==> config.mk <==
export PLATFORM = sky130hd
export DESIGN_NAME = btn_evt_uart
export DESIGN_NICKNAME = d
export VERILOG_FILES = /design/src/rtl/btn_evt_uart_pkg.sv /design/src/rtl/btn_evt_uart_fifo.sv /design/src/rtl/btn_evt_uart.sv
export SDC_FILE = /design/constraint.sdc
export NUM_CORES = 1
export LEC_CHECK = 0
export ABC_CLOCK_PERIOD_IN_PS = 4030
export BUFFER_PORTS_ARGS = -buffer_cell sky130_fd_sc_hd__buf_2
export CORE_MARGIN = 3
export CORE_UTILIZATION = 45
export DETAILED_ROUTE_END_ITERATION = 8
export GPL_TIMING_DRIVEN = 1
export PLACE_DENSITY = 0.71
export SYNTH_ARGS = -nofsm -noshare
export SYNTH_HDL_FRONTEND = slang
export SYNTH_SLANG_ARGS = --single-unit
==> constraint.sdc <==
create_clock -name clk -period 4.03 [get_ports clk]
set_clock_uncertainty 0.05 [all_clocks]
set_input_delay 0.2015 -clock clk [delete_from_list [all_inputs] [get_ports clk]]
set_output_delay 0.2015 -clock clk [all_outputs]
set_load 0.01 [all_outputs]
==> src/rtl/btn_evt_uart_pkg.sv <==
// Shared constants for the button-event UART path: character table,
// release-case offset and scanner state encodings.
package btn_evt_uart_pkg;

  typedef enum logic {
    ST_IDLE = 1'b0,
    ST_SCAN = 1'b1
  } scan_state_e;

  localparam logic [7:0] CASE_BIT = 8'h20;

  // Press character per button index; release adds CASE_BIT (lowercase).
  function automatic logic [7:0] btn_char(input logic [3:0] idx);
    logic [7:0] c;
    case (idx)
      4'd0:    c = 8'h44; // D joystick down
      4'd1:    c = 8'h55; // U joystick up
      4'd2:    c = 8'h4C; // L joystick left
      4'd3:    c = 8'h52; // R joystick right
      4'd4:    c = 8'h50; // P joystick press
      4'd5:    c = 8'h41; // A
      4'd6:    c = 8'h42; // B
      4'd7:    c = 8'h53; // S start
      4'd8:    c = 8'h45; // E select
      4'd9:    c = 8'h4D; // M menu
      4'd10:   c = 8'h48; // H home
      4'd11:   c = 8'h56; // V
      4'd12:   c = 8'h57; // W
      4'd13:   c = 8'h58; // X
      4'd14:   c = 8'h59; // Y
      default: c = 8'h5A; // Z
    endcase
    return c;
  endfunction

endpackage

==> src/rtl/btn_evt_uart_fifo.sv <==
// Shift-register sync FIFO with a registered first-word output stage.
// A word is consumed when rd_valid and rd_ena are both high.
module fifo_sync_shift #(
  parameter int AW = 4,
  parameter int DW = 8
) (
  input  logic          clk,
  input  logic          rst,
  input  logic [DW-1:0] wr_data,
  input  logic          wr_ena,
  output logic          full,
  output logic [DW-1:0] rd_data,
  output logic          rd_valid,
  input  logic          rd_ena
);

  localparam int DEPTH = 1 << AW;
  localparam logic [AW:0] FULL_CNT = {1'b1, {AW{1'b0}}};

  logic [DW-1:0] mem_q [DEPTH];
  logic [DW-1:0] mem_d [DEPTH];
  logic [AW:0]   count_q, count_d;
  logic [DW-1:0] out_q, out_d;
  logic          out_vld_q, out_vld_d;

  logic          out_free;
  logic          stor_pop;
  logic          wr_ok;
  logic          bypass;
  logic          store;
  logic [AW:0]   wr_idx;

  always_comb begin
    out_free  = !out_vld_q || rd_ena;
    stor_pop  = out_free && (count_q != '0);
    wr_ok     = wr_ena && ((count_q != FULL_CNT) || stor_pop);
    // An empty FIFO forwards the write straight into a free output stage.
    bypass    = wr_ok && out_free && (count_q == '0);
    store     = wr_ok && !bypass;
    wr_idx    = count_q - {{AW{1'b0}}, stor_pop};

    out_d     = out_q;
    out_vld_d = out_vld_q;
    if (out_free) begin
      if (stor_pop) begin
        out_d     = mem_q[0];
        out_vld_d = 1'b1;
      end else if (bypass) begin
        out_d     = wr_data;
        out_vld_d = 1'b1;
      end else begin
        out_vld_d = 1'b0;
      end
    end

    mem_d = mem_q;
    if (stor_pop) begin
      for (int i = 0; i < DEPTH - 1; i++) begin
        mem_d[i] = mem_q[i+1];
      end
    end
    if (store) begin
      mem_d[wr_idx[AW-1:0]] = wr_data;
    end

    count_d = count_q - {{AW{1'b0}}, stor_pop} + {{AW{1'b0}}, store};
  end

  always_ff @(posedge clk) begin
    if (rst) begin
      mem_q     <= '{default: '0};
      count_q   <= '0;
      out_q     <= '0;
      out_vld_q <= 1'b0;
    end else begin
      mem_q     <= mem_d;
      count_q   <= count_d;
      out_q     <= out_d;
      out_vld_q <= out_vld_d;
    end
  end

  assign full     = (count_q == FULL_CNT);
  assign rd_data  = out_q;
  assign rd_valid = out_vld_q;

endmodule

==> src/rtl/btn_evt_uart.sv <==
// Turns button reports into one ASCII character per changed button and
// queues them towards the UART transmitter; counts reports dropped while busy.
module btn_evt_uart #(
  parameter int N_BTN   = 16,
  parameter int FIFO_AW = 4
) (
  input  logic             clk,
  input  logic             rst,
  input  logic [N_BTN-1:0] rpt_state,
  input  logic [N_BTN-1:0] rpt_change,
  input  logic             rpt_stb,
  output logic [7:0]       uart_data,
  output logic             uart_valid,
  input  logic             uart_ack,
  output logic             busy,
  output logic             ovf,
  input  logic             ovf_clr,
  output logic [7:0]       drop_cnt
);

  import btn_evt_uart_pkg::*;

  scan_state_e      state_q, state_d;
  logic [N_BTN-1:0] pend_chg_q, pend_chg_d;
  logic [N_BTN-1:0] pend_st_q, pend_st_d;
  logic             ovf_q, ovf_d;
  logic [7:0]       drop_cnt_q, drop_cnt_d;

  logic [N_BTN-1:0] low_oh;
  logic [3:0]       low_idx;
  logic             low_pressed;
  logic             push;
  logic [7:0]       push_char;
  logic             fifo_full;
  logic             drop;

  // Lowest pending change bit: one-hot mask plus its index.
  always_comb begin
    low_oh  = pend_chg_q & (~pend_chg_q + N_BTN'(1));
    low_idx = '0;
    for (int i = N_BTN - 1; i >= 0; i--) begin
      if (pend_chg_q[i]) low_idx = 4'(i);
    end
    low_pressed = |(low_oh & pend_st_q);
    push_char   = btn_char(low_idx) + (low_pressed ? 8'h00 : CASE_BIT);
  end

  always_comb begin
    state_d    = state_q;
    pend_chg_d = pend_chg_q;
    pend_st_d  = pend_st_q;
    push       = 1'b0;
    case (state_q)
      ST_IDLE: begin
        if (rpt_stb) begin
          pend_chg_d = rpt_change;
          pend_st_d  = rpt_state;
          if (|rpt_change) state_d = ST_SCAN;
        end
      end
      ST_SCAN: begin
        // A full FIFO stalls the scan; pending bits are held, never lost.
        if (!fifo_full) begin
          push       = 1'b1;
          pend_chg_d = pend_chg_q & ~low_oh;
          if (pend_chg_d == '0) state_d = ST_IDLE;
        end
      end
      default: state_d = ST_IDLE;
    endcase
  end

  always_comb begin
    drop       = rpt_stb && (state_q == ST_SCAN);
    ovf_d      = ovf_q;
    drop_cnt_d = drop_cnt_q;
    if (ovf_clr) begin
      ovf_d      = 1'b0;
      drop_cnt_d = '0;
    end
    // A drop in the same cycle as a clear still counts as the first drop.
    if (drop) begin
      ovf_d = 1'b1;
      if (ovf_clr)                  drop_cnt_d = 8'd1;
      else if (drop_cnt_q != 8'hFF) drop_cnt_d = drop_cnt_q + 8'd1;
    end
  end

  always_ff @(posedge clk) begin
    if (rst) begin
      state_q    <= ST_IDLE;
      pend_chg_q <= '0;
      pend_st_q  <= '0;
      ovf_q      <= 1'b0;
      drop_cnt_q <= '0;
    end else begin
      state_q    <= state_d;
      pend_chg_q <= pend_chg_d;
      pend_st_q  <= pend_st_d;
      ovf_q      <= ovf_d;
      drop_cnt_q <= drop_cnt_d;
    end
  end

  fifo_sync_shift #(
    .AW (FIFO_AW),
    .DW (8)
  ) u_fifo (
    .clk      (clk),
    .rst      (rst),
    .wr_data  (push_char),
    .wr_ena   (push),
    .full     (fifo_full),
    .rd_data  (uart_data),
    .rd_valid (uart_valid),
    .rd_ena   (uart_ack)
  );

  assign busy     = (state_q == ST_SCAN);
  assign ovf      = ovf_q;
  assign drop_cnt = drop_cnt_q;

endmodule

== Word level (Yosys, flattened, before mapping) ==
Memory sizes are Yosys's and may differ from the RTL's.
Index checks and enable logic that the tools add are counted.
Storage, ports and cells
  memories: 1
  logic and storage cells: 107
  output and inout port bits: 19
  ROM bits: 80
  register bits: 184
  input bits: 37
Memory list
  (name not given): words 16, width 5, read ports 1, clocked after Yosys merged registers in 0, write ports 0, RTL line btn_evt_uart_pkg.sv:15  | case (idx)
Cells by class
  add/sub/neg operators: 5
  reductions and logical operators: 21
  order comparisons: 2
  bitwise operators: 7
  muxes and demuxes: 42
  equality and inequality tests: 5
Operators with widths (number)
  $bwmux W128: 1
  $mux W128: 1
  $mux W120: 1
  $mux W4: 16
  $mux W8: 7
  $and A16 B16 Y16: 3
  $demux W8 S4: 1
  $mux W16: 2
  $not A16 Y16: 2
  $pmux W16 S2: 1
  $reduce_or A16 Y1: 2
  $add A16 B1 Y16 const B: 1
  $logic_not A16 Y1: 1
  $mux W1: 10
  $add A8 B1 Y8 const B: 1
  $add A8 B6 Y8: 1
  $ne A8 B8 Y1 const B: 1
  $logic_and A1 B1 Y1: 7
  $mux W6: 1
  $reduce_and A2 Y1: 3
  $add A5 B1 Y5: 1
  $eq A5 B5 Y1 const B: 1
  $ge A5 B5 Y1 const B: 1
  $logic_not A5 Y1: 1
  other kinds (11): 15

== Longest topological paths before layout ==
Gate-level depths: netlist (run 1).
An unclocked memory read counts as a cell.
  depth after elaboration: 20
  gate-level depth with buffers: 16
  gate-level depth less buffers: 12

== By module ==
Synthesis (run 1) repeated with hierarchy kept, for this count alone.
Unflattened totals
  cell total of the unflattened synthesis: 1046
  area, all modules: 9987.1 um2
By module, submodules not included
  fifo_sync_shift: times used 1, area an instance 7488.4 um2, seq. area each 2842.7 um2, cells an instance 717
  btn_evt_uart: times used 1, area an instance 2498.6 um2, seq. area each 840.8 um2, cells an instance 329

== Worst setup path after synthesis (run 1) ==
OpenSTA, ideal clock, no wires.
  path type: register to register
  start: register u_fifo.count_q[2]
  end: register u_fifo.mem_q[64] (netlist name)
  arrival time: 2.988 ns
  cell stages (with the launch flop): 14
  required time: 3.842 ns
  path buffers: 3
  setup time: 0.138 ns
  setup slack: 0.854 ns
  clock period less this slack: 3.176 ns
  cell sequence: dfxtp_1 > buf_2 > nor4_4 > nand2b_1 > nand2_1 > inv_1 > clkbuf_1 > clkbuf_1 > ha_1 > ha_1 > xor2_1 > nand3_1 > nor3_1 > a21oi_1
Between the ends
  cells in the longest elaborated chain, start to end: 10
  elaborated cells on any way between the ends: 23
  classes of those cells: add/sub: 1; order compare: 2; eq/ne: 2; mux: 7; bitwise: 1; reduce/logical: 10
Ends and longest elaborated chain
  start, declared: RTL line btn_evt_uart_fifo.sv:22  | logic [AW:0] count_q, count_d;
  start signal, assigned: RTL line btn_evt_uart_fifo.sv:77  | count_q <= count_d;
  $reduce_bool A5 Y1: RTL line btn_evt_uart_fifo.sv:35  | stor_pop = out_free && (count_q != '0);
  $logic_and A1 B1 Y1: RTL line btn_evt_uart_fifo.sv:35
  $sub A5 B1 Y5: RTL line btn_evt_uart_fifo.sv:40  | wr_idx = count_q - {{AW{1'b0}}, stor_pop};
  $not A4 Y5 (implied by the code): RTL line btn_evt_uart_fifo.sv:63  | mem_d[wr_idx[AW-1:0]] = wr_data;
  $ge A5 B5 Y1 (implied by the code) or $lt A5 B1 Y1 (tied branches): RTL line btn_evt_uart_fifo.sv:63
  $logic_and A1 B1 Y1 (implied by the code): RTL line btn_evt_uart_fifo.sv:63
  $mux W8 (implied by the code): RTL line btn_evt_uart_fifo.sv:63
  $demux W8 S4: RTL line btn_evt_uart_fifo.sv:63
  $bwmux W128: RTL line btn_evt_uart_fifo.sv:63
  $mux W128 (*): RTL line btn_evt_uart_fifo.sv:62  | if (store) begin
  end signal, assigned: RTL line btn_evt_uart_fifo.sv:76  | mem_q <= mem_d;
  end, declared: RTL line btn_evt_uart_fifo.sv:20  | logic [DW-1:0] mem_q [DEPTH];
Mark *: on every way between the ends. The rest lies on a longest branch, timed or not.
A chain may end at the register's enable or synchronous reset.

== Worst setup path after layout (run 1) ==
  start: register pend_chg_q[11]
  end: register u_fifo.mem_q[113] (netlist name)
Between the ends
  cells in the longest elaborated chain, start to end: 16
Ends and longest elaborated chain
  start, declared: RTL line btn_evt_uart.sv:24  | logic [N_BTN-1:0] pend_chg_q, pend_chg_d;
  start signal, assigned: RTL line btn_evt_uart.sv:98  | pend_chg_q <= pend_chg_d;
  $mux W4 (12 in series): RTL line btn_evt_uart.sv:42  | if (pend_chg_q[i]) low_idx = 4'(i);
  $mem_v2 Z16 W5
  $add A8 B6 Y8: RTL line btn_evt_uart.sv:45  | push_char = btn_char(low_idx) + (low_pressed ? 8'h00 : CASE_BIT);
  $bwmux W128: RTL line btn_evt_uart_fifo.sv:63
  $mux W128: RTL line btn_evt_uart_fifo.sv:62
No other way between the ends.

==> results.cfg, run 1 <==
[critical_path]
path_class = reg -> reg
crit_arrival_ps = 3660
cp_top_family = compound AO/OA/AOI/OAI gates
cp_num_buf_inv = 2
crit_fanout = 17
cp-end-kind = flip-flop
slowest_stage = o21ai_2
crit_chain = inv_1 > a221oi_1 > o221ai_1 > o21a_1 > nor2_1 > inv_1 > ha_1 > a22oi_1 > o21ai_2 > nor2_1 > a311oi_1
startpoint_type = flip-flop
cp.required_ps = 4310
max_stage_delay_ps = 690

[clocking]
cts_buffer_depth = 2
root_buffer = clkbuf_16
insertion_delay_ps = 430
cts_made_buffers = 17
ctsResizeCount = 0
cts_sinks = 184
h-tree-depth = 4
clkTransAtPathRegs_ps = 70
cts_tree = built

[power]
vdd_ir_drop_max_uv = 446
p_leak_nw = 3.54
powerDensity_mw_per_mm2 = 624

[synth]
synth_warnings = 0
synth_cell_type_count = 63
yosys.area.top_type_share = 0.425
synth_edf_count = 0
syn_inst = 1085
async_reset_ff_frac = 0
synth_nets = 1131
synth_top_cell_by_area = dfxtp_1
avgSynthCellArea_um2 = 7.98
yosys_most_used_dff = dfxtp_1
synth-seq-cells = 184
ys_seq_area_frac = 0.425
ys_top_cells_by_area = dfxtp_1 (43%), nand2_1 (12%), a21oi_1 (6.4%)
syn_area_mm2 = 0.00866

[sta]
final-max-slew-violation-count = 0
timing.final.hold_violations = 0
tns_ps = 0
fin_hold_ws_ps = 37.6
tightest_slew_ps = 1080
slew-limit-headroom = 0.282
clock.fmax_ghz = 0.296
setup_viol = 0
rsz0062_at_grt = no
final.min_clock_period_ps = 3380
fin_crit_sh = 0.839
setup_ws_ps = 650

[floorplan]
core-area_mm2 = 0.0188
die_w_um = 145
initial_utilization = 0.460
ios = 56
die_h_um = 145
die_area_mm2 = 0.0210
placementRows = 50

[layout]
drive_gt1_frac = 0.162
nets = 1170
diodes = 0
syn_to_final_growth_pct = 14.0

[detailed_routing]
vias = 7883
firstDrtPassIters = 4
vias_per_cell = 5.65
wirelength_mm = 21.8
drc = 0
wire_per_inst_um = 15.7
drtIter0Drc = 584
postRouteAntennaNets = 0

[grt]
grt_usage = 0.209
grt_pass1_vias = 7217
grt_max_degree = 124
grt_pass1_wl_mm = 35.9
grt_overflow = 0
antenna_found_initial = 0

[min_path]
hold_path.class = in -> reg

[placed_design]
port_buffers = 55
dp_slack_ps = 692
place_congestion = 0.884
dp_hpwl_mm = 14.0

[run]
maxCapViolations = 0

[outcome]
outcome = finished, final reports clean
==> area by class of cell <==
type	count	area (um2)
clock buffer	20	457
clock inverter	9	95.1
fill	1815	8950
inverter	15	58.8
multi-input combinational	809	4590
sequential	184	3680
tap	260	325
timing repair buffer	97	672
==> flip-flops by register name, indices dropped and copies added, names as in the netlist, named ones only <==
register,flops
pend_chg_q,16
u_fifo.rd_valid,1
drop_cnt,8
u_fifo.rd_data,8
busy,1
u_fifo.count_q,5
pend_st_q,16
ovf,1
u_fifo.mem_q,122
==> cells in the mapped netlist (4+ instances only) <==
| master | instances |
|---|---|
| nand2_1 | 266 |
| dfxtp_1 | 184 |
| a21oi_1 | 111 |
| nor2_1 | 96 |
| a31o_2 | 60 |
| clkbuf_1 | 56 |
| mux2i_1 | 34 |
| nor3_1 | 28 |
| a31oi_1 | 22 |
| a211oi_1 | 20 |
| a311oi_1 | 16 |
| inv_1 | 15 |
| buf_2 | 12 |
| nand3_1 | 12 |
| o21ai_0 | 12 |
| nor4_1 | 11 |
| ha_1 | 9 |
| a22oi_1 | 7 |
| nand2b_1 | 7 |
| xor2_1 | 7 |
| nor2b_1 | 6 |
| nor3_2 | 6 |
| nand3b_1 | 5 |
| a21o_1 | 4 |
| buf_6 | 4 |
| xnor2_1 | 4 |
==> cells by family (layout without fill, tap and decap cells) <==
family	Yosys count	count (layout)	synth area share
AND/OR/NAND/NOR	468	468	0.241
AO/OA/AOI/OAI	286	286	0.223
flip-flops	184	184	0.425
buffers and inverters	92	141	0.0464
multiplexers	34	34	0.0393
XOR/XNOR	11	11	0.0111
adder cells (fa/ha/maj)	10	10	0.0142
==> tightest hold or removal path: cells and delay by family <==
kind            cells  cell delay, ps
buf+inv             1             100
simple gates        1              90
compound gates      1              80
==> metal layers <==
metal,global-route usage,vias up,wire [um]
met5,0,-,0
met4,0.0648,0,306
met3,0.0302,26,905
met2,0.342,198,10400
met1,0.285,3752,10300
li1,-,3907,-
==> power by group <==
part           total (W)  internal (W)  switching (W)
registers        0.00221       0.00205       0.000163
clock network    0.00158      0.000880       0.000704
logic            0.00237      0.000719        0.00165
==> metrics by stage <==
| step | cell area (um2) | total power (W) | util | cells |
|---|---|---|---|---|
| floorplan | 8660 | 0.00399 | - | 1085 |
| global placement | 9030 | 0.00454 | 0.479 | 1335 |
| detailed placement | 9030 | 0.00457 | 0.479 | 1335 |
| CTS | 9880 | 0.00618 | 0.525 | 1394 |
| global route | 9880 | 0.00653 | 0.525 | 1394 |
| finish | 9880 | 0.00616 | 0.525 | 1394 |
==> path summary, 6_finish.rpt <==
check	from	endpoint	slack [ps]	depth (start not counted)
worst max-delay path	pend_chg_q[11]	u_fifo.mem_q[113]	650	11
worst min-delay path	rpt_change[14]	pend_chg_q[14]	40	3
worst max register to register	pend_chg_q[11]	u_fifo.mem_q[113]	650	11
worst min register to register	flip-flop	flip-flop	410	2
==> layout by cell type, fill, tap and decap left out, types with 16 or more instances in the layout <==
cell           netlist  final
a311oi_1            16     16
nand2_1            266    265
a21oi_1            111    111
nor3_1              28     28
dfxtp_1            184    184
a211oi_1            20     20
a31oi_1             22     22
mux2i_1             34     34
a31o_2              60     60
buf_2               12     54
clkbuf_16            0     17
dlygate4sd3_1        0     30
nor2_1              96     96
==> what timing repair did <==
item                                    in CTS  in global routing
hold endpoints to repair                    30                  0
setup buffers                                0                  0
hold buffers                                30                  0
endpoints found under the setup margin       0                  0
Note: power is estimated with default switching activity, not from simulation.
==> inputs of run 2 (changes only) <==
--- a/config.mk
+++ b/config.mk
@@ -5,7 +5,7 @@
 export SDC_FILE = /design/constraint.sdc
 export NUM_CORES = 1
 export LEC_CHECK = 0
-export ABC_CLOCK_PERIOD_IN_PS = 4030
+export ABC_CLOCK_PERIOD_IN_PS = 3200
 export BUFFER_PORTS_ARGS = -buffer_cell sky130_fd_sc_hd__buf_2
 export CORE_MARGIN = 3
 export CORE_UTILIZATION = 45
==> constraint.sdc (replaced) <==
create_clock -name clk -period 3.2 [get_ports clk]
set_clock_uncertainty 0.05 [all_clocks]
set_input_delay 0.16 -clock clk [delete_from_list [all_inputs] [get_ports clk]]
set_output_delay 0.16 -clock clk [all_outputs]
set_load 0.01 [all_outputs]
==> results.cfg, run 2 (synthesis gave the netlist of run 1 again) <==
[placed_design]
dp_slack_ps = 167
port_buffers = 55
place_congestion = 0.894
dp_hpwl_mm = 14.1
placedCellCount = 1349

[detailed_routing]
vias_per_cell = 5.66
wirelength_mm = 22.0
drtIter0Drc = 619
route.met3.wl_um = 915
firstDrtPassIters = 6
postRouteAntennaNets = 0
route.met2.wl_mm = 10.3
met1_length_mm = 10.5
top_layer_used = met4
drc = 0
wire_per_inst_um = 15.6
vias = 7998

[sta]
final-max-slew-violation-count = 0
tns_ps = 0
slew-limit-headroom = 0.301
setup_ws_ps = 133
clock.fmax_ghz = 0.326
tightest_slew_ps = 1050
timing.final.hold_violations = 0
rsz0062_at_grt = yes
final.min_clock_period_ps = 3070
fin_crit_sh = 0.958
setup_viol = 0
fin_hold_ws_ps = 58.8

[floorplan]
ios = 56
initial_utilization = 0.460
die_h_um = 145
die_w_um = 145
die_area_mm2 = 0.0210
core-area_mm2 = 0.0188
placementRows = 50

[power]
power_frac_seq = 0.348
powerDensity_mw_per_mm2 = 796
p_sw_frac = 0.407
vdd_ir_drop_max_uv = 794
p_leak_nw = 3.66
p_sw_w = 0.00328
combPwrFrac = 0.389
power.share.clock = 0.263
p_int_w = 0.00477

[layout]
nets = 1186
layout_commonest_cell = nand2_1
largestRegisters = u_fifo.mem_q x122, pend_chg_q x16, pend_st_q x16
stdcell_count = 1412
filler_cell_count = 1718
largest_reg_flops = 122
multi_input_area_mm2 = 0.00464
seq_area_mm2 = 0.00369
final_cell_mix = nand2_1 (263), dfxtp_1 (182), a21oi_1 (111)
final_core_util = 0.537
largest_register = u_fifo.mem_q
diodes = 0
syn_to_final_growth_pct = 16.7
drive_gt1_frac = 0.185

[clocking]
root_buffer = clkbuf_16
cts_tree = built
insertion_delay_ps = 430
post_cts_buffers = 0
cts_made_buffers = 17
cts_sinks = 184
h-tree-depth = 4
cts_buffer_depth = 2
clkTransAtPathRegs_ps = 70

[grt]
grt_pass1_vias = 7338
grt_pass1_wl_mm = 36.1
grt_usage = 0.210
grt_max_degree = 102
grt_overflow = 0
antenna_found_initial = 0

[critical_path]
crit_chain = nor4_4 > nand2b_1 > nand2_4 > inv_4 > ha_1 > ha_1 > inv_1 > nor2_1 > nand2_1 > a31o_2 > a21oi_1
critPathMostFrequentCell = ha_1
slowest_stage = ha_1
max_stage_delay_ps = 470
startpoint_type = flip-flop
path_class = reg -> reg
cp-end-kind = flip-flop
crit_fanout = 9
cp.required_ps = 3510
crit_arrival_ps = 3380

[min_path]
hold_path.class = in -> reg

[outcome]
outcome = finished, final reports clean

[run]
maxCapViolations = 0
## run 2: metrics by stage
| step | area [um2] | total power [W] |
|---|---|---|
| after floorplan | 8660 | 0.00503 |
| after global placement | 9150 | 0.00581 |
| after detailed placement | 9150 | 0.00583 |
| after CTS | 10100 | 0.00798 |
| after global routing | 10100 | 0.00850 |
| final | 10100 | 0.00804 |
## run 2: critical path, delay by kind of cell (launching register included)
kind / cells / cell delay (ps)
flip-flops: 1 / 420
AO/OA/AOI/OAI: 2 / 390
buffers and inverters: 2 / 170
adder cells (fa/ha/maj): 2 / 650
AND/OR/NAND/NOR: 5 / 1300
## run 2: cell type report
cell class	instances	share of cell area
timing repair buffer	113	0.0801
tap	260	0.0322
multi-input combinational	809	0.459
inverter	15	0.00582
sequential	184	0.365
clock inverter	11	0.0139
clock buffer	20	0.0442
## run 2: worst paths after layout
kind,start,to,cells after the start,slack (ps)
hold / removal,rpt_change[15],pend_chg_q[15],3,60
hold reg to reg,flip-flop,flip-flop,2,410
setup reg to reg,u_fifo.count_q[2],u_fifo.mem_q[52],11,130
setup / recovery,u_fifo.count_q[2],u_fifo.mem_q[52],11,130
## run 2: routing by layer
layer  up-vias  global-route usage
met3        35              0.0378
met2       203               0.333
met5         -                   0
li1       3934                   -
met4         0              0.0677
met1      3826               0.289
## run 2: power by group through the flow
stage | Clock (W) | Combinational [W] | Sequential (W)
5_1_grt | 0.00224 | 0.00343 | 0.00283
3_3_place_gp | 0 | 0.00297 | 0.00283
3_5_place_dp | 0 | 0.00300 | 0.00284
4_1_cts | 0.00215 | 0.00305 | 0.00279
2_1_floorplan | 0 | 0.00226 | 0.00277
6_report | 0.00212 | 0.00313 | 0.00280
## run 2: timing repair
item	CTS	global route
endpoints found under the setup margin	0	75
hold endpoints to repair	33	0
gates resized for setup	0	15
hold buffers	32	0
